File: src/rtl/pcileech_cfgspace_arbiter.sv
// Three-source config-space arbiter: one holding slot per source (TLP/USB/INT),
// fixed priority with starvation override, write-after-write/read address hazard bubble.
package pcileech_cfgspace_pkg;
  typedef struct packed {
    logic [9:0]  addr;
    logic [3:0]  be;
    logic [31:0] data;
    logic [7:0]  tag;
    logic [15:0] reqid;
    logic        tlpwr;
  } op_t;
endpackage

module pcileech_cfgspace_slot
  import pcileech_cfgspace_pkg::*;
(
  input  logic       clk_i,
  input  logic       rst_ni,
  input  logic       acc_i,
  input  logic       gnt_i,
  input  op_t        op_i,
  output logic       occ_o,
  output logic [3:0] cnt_o,
  output op_t        op_o
);
  logic       occ_q, occ_d;
  logic [3:0] cnt_q, cnt_d;
  op_t        op_q, op_d;

  // acc and gnt are never both set: a slot only accepts while empty.
  always_comb begin
    occ_d = occ_q;
    op_d  = op_q;
    cnt_d = cnt_q;
    if (acc_i) begin
      occ_d = 1'b1;
      op_d  = op_i;
    end else if (gnt_i) begin
      occ_d = 1'b0;
    end
    if (gnt_i)                        cnt_d = 4'h0;
    else if (occ_q && cnt_q != 4'hF)  cnt_d = cnt_q + 4'h1;
  end

  always_ff @(posedge clk_i or negedge rst_ni) begin
    if (!rst_ni) begin
      occ_q <= 1'b0;
      cnt_q <= 4'h0;
      op_q  <= '0;
    end else begin
      occ_q <= occ_d;
      cnt_q <= cnt_d;
      op_q  <= op_d;
    end
  end

  assign occ_o = occ_q;
  assign cnt_o = cnt_q;
  assign op_o  = op_q;
endmodule

module pcileech_cfgspace_arbiter
  import pcileech_cfgspace_pkg::*;
#(
  parameter int unsigned STARVE_MAX = 8
) (
  input  logic        clk_pcie,
  input  logic        rst_n,
  input  logic        tlp_valid,
  output logic        tlp_ready,
  input  logic [70:0] tlp_req,
  input  logic        tlp_wren_en,
  input  logic        usb_valid,
  output logic        usb_ready,
  input  logic [47:0] usb_req,
  input  logic        int_valid,
  output logic        int_ready,
  input  logic [46:0] int_req,
  output logic [9:0]  bram_addr,
  output logic [3:0]  bram_be,
  output logic [31:0] bram_data,
  output logic [7:0]  bram_tag,
  output logic [1:0]  bram_tp,
  output logic [15:0] bram_reqid,
  output logic        bram_tlpwr,
  output logic        busy
);
  localparam int NSRC = 3;

  logic [NSRC-1:0]      vld, acc, gnt, occ, starved, cand;
  logic [NSRC-1:0][3:0] cnt;
  op_t  [NSRC-1:0]      in_op, slot_op;
  logic                 rdy_en_q;
  logic                 win_vld, hazard;
  logic [1:0]           win_idx;
  op_t                  out_q, out_d;
  logic [1:0]           tp_q, tp_d;

  // Normalise each source into a common op; write masking is applied at capture.
  always_comb begin
    in_op[0].addr  = tlp_req[69:60];
    in_op[0].be    = (tlp_req[70] && tlp_wren_en) ? tlp_req[59:56] : 4'h0;
    in_op[0].data  = tlp_req[55:24];
    in_op[0].tag   = tlp_req[23:16];
    in_op[0].reqid = tlp_req[15:0];
    in_op[0].tlpwr = tlp_req[70];
    in_op[1].addr  = usb_req[45:36];
    in_op[1].be    = usb_req[47] ? usb_req[35:32] : 4'h0;
    in_op[1].data  = usb_req[31:0];
    in_op[1].tag   = {7'h0, usb_req[46]};
    in_op[1].reqid = 16'h0;
    in_op[1].tlpwr = 1'b0;
    in_op[2].addr  = int_req[45:36];
    in_op[2].be    = int_req[46] ? int_req[35:32] : 4'h0;
    in_op[2].data  = int_req[31:0];
    in_op[2].tag   = 8'h0;
    in_op[2].reqid = 16'h0;
    in_op[2].tlpwr = 1'b0;
  end

  assign vld = {int_valid, usb_valid, tlp_valid};
  assign acc = vld & ~occ & {NSRC{rdy_en_q}};

  for (genvar i = 0; i < NSRC; i++) begin : g_slot
    pcileech_cfgspace_slot u_slot (
      .clk_i  (clk_pcie),
      .rst_ni (rst_n),
      .acc_i  (acc[i]),
      .gnt_i  (gnt[i]),
      .op_i   (in_op[i]),
      .occ_o  (occ[i]),
      .cnt_o  (cnt[i]),
      .op_o   (slot_op[i])
    );
  end

  // Starved slots pre-empt the plain priority order; index 0 is always highest.
  always_comb begin
    for (int i = 0; i < NSRC; i++)
      starved[i] = occ[i] && (cnt[i] >= 4'(STARVE_MAX));
    cand    = (|starved) ? starved : occ;
    win_vld = |cand;
    win_idx = 2'd0;
    if (cand[0])      win_idx = 2'd0;
    else if (cand[1]) win_idx = 2'd1;
    else if (cand[2]) win_idx = 2'd2;
    hazard = win_vld && (out_q.be != 4'h0) && (slot_op[win_idx].addr == out_q.addr);
    gnt    = (win_vld && !hazard) ? (NSRC'(1) << win_idx) : '0;
    out_d  = (win_vld && !hazard) ? slot_op[win_idx] : '0;
    tp_d   = (win_vld && !hazard) ? win_idx + 2'd1 : 2'd0;
  end

  always_ff @(posedge clk_pcie or negedge rst_n) begin
    if (!rst_n) begin
      rdy_en_q <= 1'b0;
      out_q    <= '0;
      tp_q     <= 2'd0;
    end else begin
      rdy_en_q <= 1'b1;
      out_q    <= out_d;
      tp_q     <= tp_d;
    end
  end

  assign tlp_ready  = rdy_en_q & ~occ[0];
  assign usb_ready  = rdy_en_q & ~occ[1];
  assign int_ready  = rdy_en_q & ~occ[2];
  assign bram_addr  = out_q.addr;
  assign bram_be    = out_q.be;
  assign bram_data  = out_q.data;
  assign bram_tag   = out_q.tag;
  assign bram_reqid = out_q.reqid;
  assign bram_tlpwr = out_q.tlpwr;
  assign bram_tp    = tp_q;
  assign busy       = (|occ) | (tp_q != 2'd0);
endmodule
File: config.mk
export PLATFORM = sky130hd
export DESIGN_NAME = pcileech_cfgspace_arbiter
export DESIGN_NICKNAME = d
export VERILOG_FILES = /design/src/rtl/pcileech_cfgspace_arbiter.sv
export SDC_FILE = /design/constraint.sdc
export NUM_CORES = 1
export LEC_CHECK = 0
export ABC_AREA = 1
export BUFFER_PORTS_ARGS = -buffer_cell sky130_fd_sc_hd__buf_4
export CELL_PAD_IN_SITES_DETAIL_PLACEMENT = 1
export CELL_PAD_IN_SITES_GLOBAL_PLACEMENT = 1
export CORE_ASPECT_RATIO = 2
export CORE_MARGIN = 5
export CORE_UTILIZATION = 37
export CTS_CLUSTER_DIAMETER = 50
export DETAILED_ROUTE_END_ITERATION = 8
export PLACE_DENSITY = 0.76
export SYNTH_ARGS = -nofsm -noshare
export SYNTH_HDL_FRONTEND = slang
export SYNTH_SLANG_ARGS = --single-unit
File: constraint.sdc
create_clock -name clk_pcie -period 2.2 [get_ports clk_pcie]
set_clock_uncertainty 0.15 [all_clocks]
set_input_delay 0.22 -clock clk_pcie [delete_from_list [all_inputs] [get_ports clk_pcie]]
set_output_delay 0.22 -clock clk_pcie [all_outputs]
set_load 0.005 [all_outputs]
==> impl_metrics.yaml, run 1 <==
timing:
  slew_headroom_pct: 65.9
  fin_tns_setup_ns: -36.01
  worstMarginPinSlew_ns: 0.512
  fin_ws_ns: -0.483
  rsz0062_at_grt: "true"
  max_freq_mhz: 373
  maxSlewViolCount: 0
  hold_viol: 0
  timing.final.crit_share_pct: 122
  period_minus_slack_ns: 2.68
  setup_viol: 88
  whs_ns: 0.0572
logic_synthesis:
  synth-seq-cells: 253
  syn-num-nets: 1329
  ys_top_cells_by_count: "397 x nand2_1, 253 x dfrtp_1, 109 x nand3_1, 80 x nor2_1, 67 x o21ai_0"
  synth_seq_area_share_pct: 59.3
  ys.flop_type: "dfrtp_1"
  ys_top_cells_by_area: "dfrtp_1 59%, nand2_1 14%, mux2_2 6.5%, nand3_1 5.1%, o21ai_0 3.1%"
  synth_top_cell_area_share_pct: 59.3
  ys_types: 30
  yosysWarnings: 0
  synth_edf_count: 0
  avgSynthCellArea_um2: 9.31
  synth_cells: 1148
  synth.most_common_cell: "nand2_1"
  ys_async_sr_fraction_pct: 100
  synthesis.area_um2: 10700
  synth_top_area_cell: "dfrtp_1"
power_and_ir_drop:
  totalPowerFinal_mw: 24.6
  comb_power_share_pct: 48.6
  power_switching_mw: 9.83
  p_per_area_nw_per_um2: 1480
  p_clk_share_pct: 18.1
  leakage_nw: 8.38
  seqPwrFrac_pct: 33.3
  vdd_ir_drop_max_v: 0.000889
  p_int_mw: 14.7
  swShare_pct: 40.0
cells_and_area:
  fin_area_um2: 16600
  nets: 1798
  drive_gt1_share_pct: 31.2
  syn_to_final_growth_pct: 55.0
  layoutNonFillerInstCount: 1999
  finish.utilization_pct: 57.6
run:
  max_cap_viol_count: 0
outcome:
  status: "finished, violations left"
  failed_checks: "setup timing"
worst_hold_path:
  hp-class: "input pin to async pin"
setup_path:
  crit_path_start: "g_slot[1].u_slot.occ_o"
  cpMaxStageDelayCell: "dfrtp_1"
  required_ns: 2.51
  cpPeakStageDelay_ns: 0.44
  cp_num_buf_inv: 5
  crit_arrival_ns: 2.99
  end_kind: "flop"
  reg2reg_from: "g_slot[1].u_slot.occ_o"
  worst_path_dominant_cell_family: "simple AND/OR/NAND/NOR gates"
  start_kind: "flop"
  cp_cell_sequence: "buf_6, nand3_4, nand2_8, inv_6, nand3_4, or2_1, nand2_1, nand2_1, nand2_2, nand2_2, nor2_4, nand3_4, buf_4, buf_6, nand3_2, nand2_1, inv_1"
  path_max_fanout: 6
  critPathKind: "flop to flop"
floorplanning:
  core_area_um2: 28700
  rows: 88
  die-area_um2: 32600
  die_h_um: 250
  boundaryPins: 249
  fp.dieW_um: 130
  start_util_pct: 37.2
global_routing:
  grt_pass1_vias: 11700
  grt_usage_pct: 26.5
  grt_max_degree: 68
  grt_pass1_wl_um: 65800
  antenna_found_initial: 6
  grt.overflow.total: 0
clock_tree:
  clkSinkCount: 253
  insertion_delay_ns: 0.53
  cts_tree: "built"
  clkTransAtPathRegs_ns: 0.07
  max-clock-path-buffers: 3
  cts_inserted_buffers: 24
  h-tree-depth: 1
  cts_root_buffer: "clkbuf_16"
placement:
  placed_cell_area_um2: 13300
  place_congestion: 0.822
  io_buffers: 248
  dp.cells: 1746
  place_hpwl_um: 24700
  pre_cts_slack_ns: -0.384
route:
  wirelength_um: 44700
  vias_per_cell: 5.07
  dr.first_iter.drc_count: 491
  wl_per_cell_um: 22.3
  routed-via-count: 10100
  drt_pre_antenna_iters: 5
  drc_errors: 0
  ant_nets: 0
## area by class of cell
| class | instances | area (um2) |
|---|---|---|
| clock inverters | 8 | 115 |
| well taps | 360 | 450 |
| multi-input cells | 763 | 4120 |
| inverters | 71 | 279 |
| flip-flops and latches | 253 | 6330 |
| diodes | 6 | 15.0 |
| repair buffers | 504 | 4540 |
| fillers | 3132 | 12200 |
| clock buffers | 34 | 709 |
## logic make-up after synthesis
kind of cell             count (synthesis)  synth area share, %
AND/OR/NAND/NOR                        604                 23.3
flip-flops                             253                 59.3
buffers and inverters                  132                 5.45
AO/OA/AOI/OAI                           78                 3.65
multiplexers                            63                 6.63
adder cells (fa/ha/maj)                  9                 1.05
XOR/XNOR                                 8                0.656
other                                    1               0.0351
## final timing paths
path	cells after the start	slack (ns)	to
min reg2reg	2	0.32	g_slot[2].u_slot.op_o[28]
max reg2reg	17	-0.48	g_slot[2].u_slot.cnt_o[3]
min	2	0.06	g_slot[2].u_slot.op_o[35]
max in group asynchronous	3	1.07	rdy_en_q
max	17	-0.48	g_slot[2].u_slot.cnt_o[3]
min in group clk_pcie	3	0.09	g_slot[0].u_slot.op_o[51]
## state kept, by name, summed over array words and instances (netlist names)
signal               flops
bram_data               32
bram_tag                 8
bram_reqid              16
bram_be                  4
bram_tlpwr               1
rdy_en_q                 1
bram_tp                  2
g_slot.u_slot.op_o     164
bram_addr               10
g_slot.u_slot.occ_o      3
g_slot.u_slot.cnt_o     12
## power by group through the flow
stage               combinational (mW)  sequential (mW)  clock, mW
floorplan                         5.53             7.73          0
global placement                  8.88             8.02          0
detailed placement                9.26             8.09          0
CTS                               10.4             8.06       4.46
global route                      12.9             8.36       4.70
finish                            11.9             8.19       4.44
## placed cells by master (no fill, tap or decap), types with 6 or more instances in the layout
master / instances
nand2_1: 374
buf_4: 301
dfrtp_1: 252
dlygate4sd3_1: 173
nand3_1: 86
nor2_1: 67
o21ai_0: 67
inv_1: 63
mux2_2: 62
clkbuf_16: 27
nand2_2: 18
buf_12: 18
nand3_2: 17
nand3_4: 9
ha_1: 9
a21oi_1: 8
nor2_2: 8
nand2_4: 7
buf_6: 7
diode_2: 6
nor2_4: 6
xor2_1: 6
## per-layer routing
layer	share of wire (%)	routed length, um	track usage [%]	up-vias
met4	6.7	2990	15.1	0
met3	3.4	1530	3.03	153
met5	0	0	0	-
met2	56	25000	50.3	325
met1	34	15100	26.9	5091
li1	-	-	-	4562
## what timing repair did
item,in CTS,in global routing
cloned,2,2
resized for setup,24,67
setup buffers,17,12
endpoints found under the setup margin,88,89
hold endpoints to repair,419,0
hold buffers,173,0
pin swaps,6,13
(Power assumes the default switching activity.)
==> run 2: changes to the inputs <==
==> constraint.sdc (replaced) <==
create_clock -name clk_pcie -period 2.2 [get_ports clk_pcie]
set_clock_uncertainty 0.15 [all_clocks]
set_input_delay 0.44 -clock clk_pcie [delete_from_list [all_inputs] [get_ports clk_pcie]]
set_output_delay 0.44 -clock clk_pcie [all_outputs]
set_load 0.005 [all_outputs]
==> run 2 against run 1 <==
Compared with the run above: non-clock buffer count fell by 29; first-iteration DRC count shrank 12%; utilization is 1.4 points lower; die area unchanged; count of clock-buffer cells in the layout down 1; hold slack worse by 0.032 ns; critical endpoint is now bram_addr[0]; setup slack lost 0.0044 ns; clock power rose by 2%; critical path depth is 2 lower; sequential share of layout area rose by 0.96 points; via count fell by 1.7%; the run still ends with setup timing left; routed wire length shrank 2.6%.
==> impl_metrics.yaml, run 2 (synthesis results as in run 1) <==
outcome:
  status: "finished, violations left"
  failed_checks: "setup timing"
cells_and_area:
  final_cell_mix: "363 x nand2_1, 311 x buf_4, 252 x dfrtp_1"
  largest_register_ffs: 164
  layout_commonest_cell: "nand2_1"
  syn_to_final_growth_pct: 51.2
  finish.utilization_pct: 56.2
  nets: 1770
  num-fill-cells: 3143
  drive_gt1_share_pct: 32.6
route:
  wirelength_um: 43500
  dr.first_iter.drc_count: 430
  vias_per_cell: 5.05
  drt_pre_antenna_iters: 6
  ant_nets: 0
  wl_per_cell_um: 22.1
  drc_errors: 0
  routed-via-count: 9958
global_routing:
  antenna_found_initial: 4
  use_met1_pct: 26.3
  grt_pass1_vias: 11400
  grt.busiest_layer: "met2"
  grt_max_degree: 69
  grt_pass1_wl_um: 63100
  use_met3_pct: 2.75
  grt.overflow.total: 0
  grt_usage_pct: 25.3
  grt_util_met2_pct: 47.2
setup_path:
  start_kind: "flop"
  critPathKind: "flop to flop"
  required_ns: 2.45
  cp_cell_sequence: "nand2_4, nand2_2, o21ai_2, nand3_4, or2_1, nand2_1, nand2_1, nand2_1, nand2_1, nor2_2, nand3_4, nand2_8, buf_4, buf_4, a21oi_1"
  crit_arrival_ns: 2.94
  worst_path_most_repeated_cell: "nand2_1"
  cpPeakStageDelay_ns: 0.45
  end_kind: "flop"
  cpMaxStageDelayCell: "dfrtp_2"
  path_max_fanout: 8
clock_tree:
  clkTransAtPathRegs_ns: 0.07
  max-clock-path-buffers: 3
  insertion_delay_ns: 0.53
  cts_tree: "built"
  cts_inserted_buffers: 24
  cts_root_buffer: "clkbuf_16"
  h-tree-depth: 1
  clkSinkCount: 253
placement:
  io_buffers: 248
  place_hpwl_um: 25500
  pre_cts_slack_ns: -0.381
  place_congestion: 0.835
floorplanning:
  die_h_um: 250
  boundaryPins: 249
  rows: 88
  fp.dieW_um: 130
  core_area_um2: 28700
  die-area_um2: 32600
  start_util_pct: 37.2
worst_hold_path:
  hp-class: "input pin to flop"
timing:
  maxSlewViolCount: 0
  period_minus_slack_ns: 2.69
  whs_ns: 0.0255
  hold_viol: 0
  setup_viol: 89
  max_freq_mhz: 372
  fin_ws_ns: -0.487
  timing.final.crit_share_pct: 122
  rsz0062_at_grt: "true"
  slew_headroom_pct: 59.6
  worstMarginPinSlew_ns: 0.606
power_and_ir_drop:
  vdd_ir_drop_max_v: 0.000670
  leakage_nw: 8.20
  totalPowerFinal_mw: 24.1
  p_per_area_nw_per_um2: 1490
run:
  max_cap_viol_count: 0
[run 2: final cells by class]
cell class	count	area, um2	area share, %
diodes	4	10.0	0.0620
flip-flops and latches	253	6330	39.2
clock buffers	33	706	4.37
inverters	71	279	1.73
repair buffers	475	4140	25.6
well taps	360	450	2.79
multi-input cells	764	4100	25.4
clock inverters	10	133	0.821
[run 2: path summary, 6_finish.rpt]
check	start	to	slack, ns	cells past startpoint
max in group asynchronous	rst_n	bram_reqid[12]	0.91	3
setup / recovery	g_slot[0].u_slot.occ_o	bram_addr[0]	-0.49	15
setup reg to reg	g_slot[0].u_slot.occ_o	bram_addr[0]	-0.49	15
hold / removal	usb_req[33]	g_slot[1].u_slot.op_o[58]	0.03	3
hold reg to reg	g_slot[2].u_slot.op_o[27]	g_slot[2].u_slot.op_o[27]	0.33	2
min in group asynchronous	rst_n	g_slot[2].u_slot.op_o[32]	0.32	2
[run 2: repair_timing]
action / in CTS / in global routing
endpoints found under the hold margin: 195 / 2
cloned: 0 / 4
hold buffers: 139 / 2
pin swaps: 3 / 14
endpoints found under the setup margin: 89 / 91
setup buffers: 1 / 19
resized for setup: 20 / 74
[run 2: metrics by stage]
stage	area [um2]	std cells	setup TNS [ns]
after floorplan	10700	1148	-1.06
final	16200	1970	-37.27
after CTS	15600	1941	-20.13
after detailed placement	13300	1758	-31.04
after global placement	13300	1758	-23.95
after global routing	16200	1970	-41.86
[run 2: worst max-delay path: cells and delay by family, from the launching register on]
family	cells	cell delay, ns
AND/OR/NAND/NOR	11	1.48
flip-flops	1	0.45
AO/OA/AOI/OAI	2	0.24
buffers and inverters	2	0.24
[run 2: report_power, final]
part / internal [mW] / total [mW] / switching [mW]
clock: 2.60 / 4.51 / 1.91
sequential: 6.84 / 8.18 / 1.34
combinational: 4.93 / 11.4 / 6.46
[run 2: layer usage]
metal / vias to the layer above / share of wire (%)
met5: - / 0
met3: 149 / 3.4
li1: 4510 / -
met2: 317 / 56
met1: 4982 / 34
met4: 0 / 6.9
